### config.mk
export PLATFORM = sky130hd
export DESIGN_NAME = shift_deserializer
export DESIGN_NICKNAME = d
export VERILOG_FILES = /design/src/rtl/shift_deserializer.sv
export SDC_FILE = /design/constraint.sdc
export NUM_CORES = 1
export LEC_CHECK = 0
export ABC_AREA = 1
export CAP_MARGIN = 5
export CORE_MARGIN = 2
export CORE_UTILIZATION = 47
export CTS_CLUSTER_SIZE = 16
export DETAILED_ROUTE_END_ITERATION = 10
export PLACE_DENSITY = 0.74
export SYNTH_ARGS = -nofsm -noshare
export SYNTH_HDL_FRONTEND = slang
export SYNTH_SLANG_ARGS = --single-unit
### constraint.sdc
create_clock -name clk -period 1.1 [get_ports clk]
set_clock_uncertainty 0.05 [all_clocks]
set_input_delay 0.275 -clock clk [delete_from_list [all_inputs] [get_ports clk]]
set_output_delay 0.275 -clock clk [all_outputs]
set_load 0.01 [all_outputs]
### src/rtl/shift_deserializer.sv
// Serial-to-parallel word capture with selectable bit order and handshake hold.
// Define DESER_PARITY_EN to take an even-parity bit after each word and flag mismatches.
module shift_deserializer #(
    parameter int W = 8
) (
    input  logic         clk,
    input  logic         rst,
    input  logic         start,
    input  logic         shift_left,
    input  logic         bit_valid,
    input  logic         bit_in,
    input  logic         out_ready,
    output logic [W-1:0] Q,
    output logic         out_valid,
    output logic         busy,
    output logic         parity_err
);

    localparam int CW = $clog2(W + 1);
    localparam logic [CW-1:0] LAST = CW'(W - 1);

    localparam logic [1:0] S_IDLE    = 2'd0;
    localparam logic [1:0] S_COLLECT = 2'd1;
`ifdef DESER_PARITY_EN
    localparam logic [1:0] S_PARITY  = 2'd2;
`endif
    localparam logic [1:0] S_HOLD    = 2'd3;

    logic [1:0]    r_state;
    logic [W-1:0]  r_sreg;
    logic [CW-1:0] r_cnt;
    logic          r_msb;
    logic [W-1:0]  w_shift;

    always_comb begin
        w_shift = r_msb ? {r_sreg[W-2:0], bit_in} : {bit_in, r_sreg[W-1:1]};
    end

    always_ff @(posedge clk or negedge rst) begin
        if (!rst) begin
            r_state <= S_IDLE;
            r_sreg  <= '0;
            r_cnt   <= '0;
            r_msb   <= 1'b0;
            Q       <= '0;
        end else begin
            case (r_state)
                S_IDLE: begin
                    if (start) begin
                        r_sreg  <= '0;
                        r_cnt   <= '0;
                        r_msb   <= shift_left;
                        r_state <= S_COLLECT;
                    end
                end
                S_COLLECT: begin
                    // start outranks a coincident bit: the capture restarts and the bit is dropped
                    if (start) begin
                        r_sreg  <= '0;
                        r_cnt   <= '0;
                        r_msb   <= shift_left;
                    end else if (bit_valid) begin
                        r_sreg <= w_shift;
                        r_cnt  <= r_cnt + 1'b1;
                        if (r_cnt == LAST) begin
                            Q <= w_shift;
`ifdef DESER_PARITY_EN
                            r_state <= S_PARITY;
`else
                            r_state <= S_HOLD;
`endif
                        end
                    end
                end
`ifdef DESER_PARITY_EN
                S_PARITY: begin
                    if (start) begin
                        r_sreg  <= '0;
                        r_cnt   <= '0;
                        r_msb   <= shift_left;
                        r_state <= S_COLLECT;
                    end else if (bit_valid) begin
                        r_state <= S_HOLD;
                    end
                end
`endif
                S_HOLD: begin
                    if (out_ready) r_state <= S_IDLE;
                end
                default: r_state <= S_IDLE;
            endcase
        end
    end

    assign out_valid = (r_state == S_HOLD);
`ifdef DESER_PARITY_EN
    assign busy = (r_state == S_COLLECT) || (r_state == S_PARITY);

    logic r_perr;
    always_ff @(posedge clk or negedge rst) begin
        if (!rst) begin
            r_perr <= 1'b0;
        end else if (r_state == S_PARITY && !start && bit_valid) begin
            r_perr <= (^Q) ^ bit_in;
        end else if (r_state == S_IDLE && start) begin
            r_perr <= 1'b0;
        end
    end
    assign parity_err = r_perr;
`else
    assign busy       = (r_state == S_COLLECT);
    assign parity_err = 1'b0;
`endif

endmodule

==> results_dict.tcl, run 1 <==
set metrics [dict create \
    boundaryPins 18 \
    clk-insertion-delay-late_ns 0.32 \
    setup_ws_ns -0.327 \
    critPathKind "flip-flop to flip-flop" \
    min_path_type "primary input to asynchronous set/reset pin" \
    areaGrowthSynthToFinish_pct 48.3 \
    run_status "complete, but fails checks" \
    cts-htree-levels 1 \
    synth_top_family_by_area "simple AND/OR/NAND/NOR gates" \
    tritoncts "done" \
    detailed_place.area_um2 1450 \
    period_minus_slack_ns 1.43 \
    synth_area_um2 1130 \
    post-route-drc-count 0 \
    antenna_cells 0 \
    pre_cts_ws_ns -0.633 \
    via_per_inst 5.33 \
    yosysUniqueCellTypes 19 \
    fp.coreArea_um2 2250 \
    ir_drop_uv 739 \
    place.detailed.instances 196 \
    maxCapViolations 0 \
    clock.fmax_mhz 701 \
    global_route.usage.total_pct 23.1 \
    r2r_start "r_state[0]" \
    antenna_violating_nets_post_route 0 \
    worst_r2r_setup_slack_ns -0.33 \
    vias_in_the_first_global_route 1020 \
    finalInstanceArea_um2 1680 \
    totalWireLength_um 3420 \
    arrival_ns 1.61 \
    initial_utilization_pct 50.3 \
    post_synth_xor_area_fraction_pct 0 \
    switching_power_uw 396 \
    power.switching_fraction_pct 26.6 \
    synth_simple_gate_area_share_pct 30.7 \
    remaining_global_route_overflow 0 \
    place.detailed.hpwl_um 1800 \
    maxSlewViolCount 0 \
    dr_wl_cell_um 15.9 \
    drt_first_pass_iters 4 \
    share_comb_of_total_power_pct 13.1 \
    globalplace.congestion 0.840 \
    holdBufCountCts 0 \
    final_util_pct 74.6 \
    yosys_register_bits 23 \
    grt_max_degree 24 \
    startpoint "r_state[0]" \
    grt_antenna_before_repair 0 \
    grt_setup_unrepaired "yes" \
    nets 196 \
    crit_path_end_kind "flip-flop" \
    reg2regPathDepth 8 \
    final_hold_viol_count 0 \
    synth_compound_area_share_pct 8.17 \
    leakagePower_nw 0.873 \
    synth_sequential_area_ratio_pct 50.8 \
    power.internal_mw 1.09 \
    layout-drive-gt1-share_pct 38.0 \
    synthesis.area_per_instance_um2 8.16 \
    postSynthCellCount 139 \
    filler_cells 176 \
    p_clk_share_pct 27.5 \
    place.port_buffers 16 \
    die_h_um 53.1 \
    grt_first_pass_wirelength_um 4570 \
    rows 17 \
    violations "setup timing" \
    met3_capacity_usage_during_global_routing_pct 2.82 \
    yosys.area.top_type_share_pct 50.8 \
    die_footprint_um2 2820 \
    layout.cells.non_filler 215 \
    grt.met2_usage_pct 39.4 \
    synth_fp_nets 147 \
    routed-via-count 1147 \
    globalRoute.busiestLayer "met2" \
    yosys-top-cells-area "sky130_fd_sc_hd__dfrtp_1, sky130_fd_sc_hd__nand2_1, sky130_fd_sc_hd__o21ai_0" \
    power.density_nw_per_um2 886 \
    drt_iter0_drc 32 \
    worst-path-max-fanout 7 \
    final.period_utilization_pct 130 \
    ys_warn_count 0 \
    worstPathRequired_ns 1.29 \
    yosys.area.top_type "sky130_fd_sc_hd__dfrtp_1" \
    clkTransAtPathRegs_ns 0.14 \
    finalSetupViolations 32 \
    clock_tree.root_cell "sky130_fd_sc_hd__clkbuf_4" \
    cts.sink_count 23 \
    die_width_um 53.1 \
    setup.worst_path.start_class "flip-flop" \
    synthAdderAreaFrac_pct 1.10 \
    number_of_buffers_added_by_the_clock_tree_synthesis_step 3 \
    clock_path_buffers 2 \
    p_seq_share_pct 59.5 \
    gr-usage-met1_pct 29.2 \
    worstReg2RegEnd "r_sreg[2]" \
    post_synth_mux_area_share_pct 0 \
]
[cell type report]
cell class                 instances  area (um2)  share of cell area (%)
sequential                        23         576                    34.2
multi-input combinational         96         566                    33.6
timing repair buffer              46         412                    24.5
inverter                          18        67.6                    4.02
tap                               28        35.0                    2.08
clock buffer                       4        26.3                    1.56
[registers in the layout (all words and copies together) (netlist names)]
register / count
Q: 8
r_sreg: 8
r_cnt: 4
r_state: 2
r_msb: 1
[cell families after synthesis]
group | Yosys count
AOI/OAI and AO/OA | 18
adders and majority gates | 1
buffers and inverters | 22
DFF | 23
other | 1
and+or+nand+nor | 74
[worst max-delay path by stage]
stage                           end  slack [ns]  cells past startpoint
after global routing      out_valid       -0.35                      4
final                     r_sreg[2]       -0.33                      8
after floorplan                Q[0]        -0.1                      6
after CTS                 out_valid       -0.30                      4
after detailed placement   r_cnt[3]       -0.63                      5
after global placement     r_cnt[3]       -0.56                      6
[what timing repair did]
item / 4_1_cts / 5_1_grt
gates resized for setup: 60 / 25
cloned: 2 / 0
endpoints found under the setup margin: 32 / 32
endpoints found under the hold margin: 0 / 0
buffers inserted: 7 / 6
pin swaps: 4 / 7
[metrics by stage]
| stage | hold slack (ns) | power, mW | TNS [ns] |
|---|---|---|---|
| 6_report | 0.227 | 1.49 | -6.76 |
| 5_1_grt | 0.236 | 1.55 | -8.16 |
| 4_1_cts | 0.255 | 1.45 | -4.79 |
| 3_5_place_dp | 0.413 | 1.06 | -12.18 |
| 3_3_place_gp | 0.413 | 1.05 | -11.07 |
| 2_1_floorplan | -0.0706 | 0.962 | -0.774 |
[power groups by stage]
stage          combinational [mW]  sequential (mW)  clock (mW)
2_1_floorplan              0.0720            0.890           0
3_5_place_dp                0.162            0.896           0
5_1_grt                     0.215            0.887       0.443
6_report                    0.195            0.886       0.409
3_3_place_gp                0.156            0.896           0
4_1_cts                     0.179            0.880       0.392
[layout by cell type (no fill, tap or decap), drive strengths merged]
cell	n
dfrtp	23
or2	1
nand4	9
inv	18
buf	40
nand3	5
nor2	7
ha	1
clkbuf	4
nand2	54
o21ai	16
o21bai	1
clkdlybuf4s50	6
a21oi	1
conb	1
[worst max-delay path, stage by stage (launching register included)]
cell and delay [ns]:
sky130_fd_sc_hd__dfrtp_1 0.41, sky130_fd_sc_hd__inv_1 0.11, sky130_fd_sc_hd__nor2_4 0.06, sky130_fd_sc_hd__buf_6 0.12
sky130_fd_sc_hd__buf_8 0.13, sky130_fd_sc_hd__nand2_2 0.08, sky130_fd_sc_hd__nand2_4 0.08, sky130_fd_sc_hd__buf_12 0.14
sky130_fd_sc_hd__o21ai_1 0.15
[metal layers]
metal | share of wire, % | vias up
li1 | - | 537
met1 | 36 | 544
met2 | 52 | 52
met3 | 6.2 | 14
met4 | 5.2 | 0
met5 | 0 | -
[synth_stat cells (all sizes together)]
cell type  number
conb            1
or2             1
o21ai          16
nor2            6
nand4           9
inv            18
o21bai          1
nand2          54
ha              1
buf             4
dfrtp          23
nand3           4
a21oi           1
(Power assumes the default switching activity.)
==> run 2, diff against run 1 <==
Settings changed: CORE_MARGIN 2 to not set, CORE_UTILIZATION 47 to 50, DONT_BUFFER_PORTS set to 1, PLACE_DENSITY 0.74 to 0.68, SKIP_CTS_REPAIR_TIMING set to 1.
==> run 2 against run 1 <==
The run still ends with setup timing left; critical endpoint is now busy; hold slack got worse by 0.20 ns; core utilization down 8.5 points; die area shrank 13%.
==> results_dict.tcl, run 2 (synthesis gave the netlist of run 1 again) <==
set metrics [dict create \
    crit_path_max_incr_delay_ns 0.44 \
    nets 168 \
    globalplace.congestion 0.823 \
    antenna_cells 0 \
    number_of_buffers_added_by_the_clock_tree_synthesis_step 3 \
    via_per_inst 5.07 \
    finalSetupViolations 23 \
    final_hold_viol_count 0 \
    violations "setup timing" \
    layout.cells.non_filler 186 \
    reg2regPathDepth 6 \
    initial_utilization_pct 55.5 \
    min_path_type "primary input to flip-flop" \
    areaGrowthSynthToFinish_pct 19.1 \
    global_route.usage.total_pct 22.3 \
    drt_iter0_drc 17 \
    clk-insertion-delay-late_ns 0.32 \
    leakagePower_nw 0.705 \
    worstReg2RegEnd "Q[4]" \
    grt_antenna_before_repair 0 \
    worst_r2r_setup_slack_ns -0.11 \
    maxSlewViolCount 0 \
    antenna_violating_nets_post_route 0 \
    place.port_buffers 0 \
    grt_setup_unrepaired "yes" \
    final_util_pct 66.1 \
    vias_in_the_first_global_route 910 \
    clock_path_buffers 2 \
    die_h_um 49.6 \
    drt_first_pass_iters 4 \
    setup_ws_ns -0.248 \
    routed-via-count 943 \
    grt_first_pass_wirelength_um 4020 \
    layout-drive-gt1-share_pct 22.6 \
    clkTransAtPathRegs_ns 0.13 \
    post-route-drc-count 0 \
    whs_path_depth 2 \
    place.detailed.instances 177 \
    remaining_global_route_overflow 0 \
    boundaryPins 18 \
    cts-htree-levels 1 \
    power.switching_fraction_pct 26.2 \
    crit_slowest_cell "sky130_fd_sc_hd__dfrtp_1" \
    clock.fmax_mhz 742 \
    period_minus_slack_ns 1.35 \
    r2r_start "r_cnt[0]" \
    totalWireLength_um 2470 \
    ir_drop_uv 880 \
    worstPathRequired_ns 0.77 \
    place.detailed.hpwl_um 1690 \
    area.sequential_um2 577 \
    maxCapViolations 0 \
    run_status "complete, but fails checks" \
    arrival_ns 1.02 \
    worst-path-max-fanout 6 \
    p_seq_share_pct 61.4 \
    p_clk_share_pct 28.3 \
    hp-start "start" \
    die_width_um 49.6 \
    final.period_utilization_pct 123 \
    fp.coreArea_um2 2040 \
    rows 16 \
    multiInputGateArea_um2 470 \
    biggestRegsByFlops "Q: 8 flops, r_sreg: 8 flops, r_cnt: 4 flops" \
    critPathKind "flip-flop to primary output" \
    tns_ns -1.86 \
    grt_max_degree 24 \
    clock_tree.root_cell "sky130_fd_sc_hd__clkbuf_4" \
    hold-path-endpoint "r_state[0]" \
    setup.worst_path.start_class "flip-flop" \
    power.internal_mw 1.06 \
    share_comb_of_total_power_pct 10.2 \
    die_footprint_um2 2460 \
    filler_cells 182 \
    layout.cells.most_common "sky130_fd_sc_hd__nand2_1" \
    tritoncts "done" \
    dr_wl_cell_um 13.3 \
    cts.sink_count 23 \
    power.density_nw_per_um2 1060 \
    timing.critical_path.cells "nor2_4, buf_12" \
    highest_count_cells_in_the_layout_ignoring_fill_and_taps "sky130_fd_sc_hd__nand2_1, sky130_fd_sc_hd__dfrtp_1, sky130_fd_sc_hd__inv_1" \
    crit_path_end_kind "primary output" \
    switching_power_uw 377 \
]
[run 2: cell count changes in the layout (fill, tap and decap cells not counted), sizes merged]
cell           previous run  this run
buf                      40        18
clkbuf                    4         3
clkdlybuf4s50             6         0
clkinv                    0         1
dlygate4sd3               0         1
nand2                    54        55
nand3                     5         4
nor2                      7         6
[run 2: how the worst max path moves through the flow]
| stage | startpoint | endpoint | cells past startpoint |
|---|---|---|---|
| 4_1_cts | r_state[1] | busy | 2 |
| 6_report | r_state[1] | busy | 2 |
| 3_3_place_gp | r_cnt[0] | Q[3] | 6 |
| 5_1_grt | r_state[0] | busy | 3 |
| 2_1_floorplan | r_cnt[1] | Q[0] | 6 |
| 3_5_place_dp | r_cnt[0] | Q[4] | 6 |
[run 2: power by group through the flow]
| stage | Clock (mW) | Sequential, mW | Combinational (mW) |
|---|---|---|---|
| after floorplan | 0 | 0.890 | 0.0720 |
| after global placement | 0 | 0.897 | 0.0998 |
| after detailed placement | 0 | 0.898 | 0.104 |
| after CTS | 0.412 | 0.882 | 0.105 |
| after global routing | 0.449 | 0.887 | 0.163 |
| final | 0.407 | 0.883 | 0.147 |
[run 2: area by class of cell]
class	instances	share of cell area (%)
clock inverters	1	0.371
clock buffers	3	1.67
flip-flops and latches	23	42.7
well taps	27	2.50
inverters	18	5.00
repair buffers	19	12.9
multi-input cells	95	34.8
[run 2: metal layers]
metal / wire length [um] / GRT usage [%]
met1: 1180 / 30.6
met2: 1120 / 34.7
met3: 124 / 3.40
met4: 46 / 10.0
met5: 0 / 0
[run 2: through the flow]
| stage | total power [mW] | worst slack, ns | cell area [um2] | hold slack [ns] |
|---|---|---|---|---|
| final | 1.44 | -0.248 | 1350 | 0.0305 |
| after global routing | 1.50 | -0.301 | 1350 | 0.0391 |
| after CTS | 1.40 | -0.272 | 1290 | -0.428 |
| after detailed placement | 1.00 | -0.0946 | 1260 | -0.0699 |
| after global placement | 0.997 | -0.0626 | 1260 | -0.0700 |
| after floorplan | 0.962 | -0.0967 | 1130 | -0.0706 |
[run 2: critical path, delay by kind of cell (launching register included)]
family | cells | cell delay [ns]
DFF | 1 | 0.44
buffers and inverters | 1 | 0.13
and+or+nand+nor | 1 | 0.12
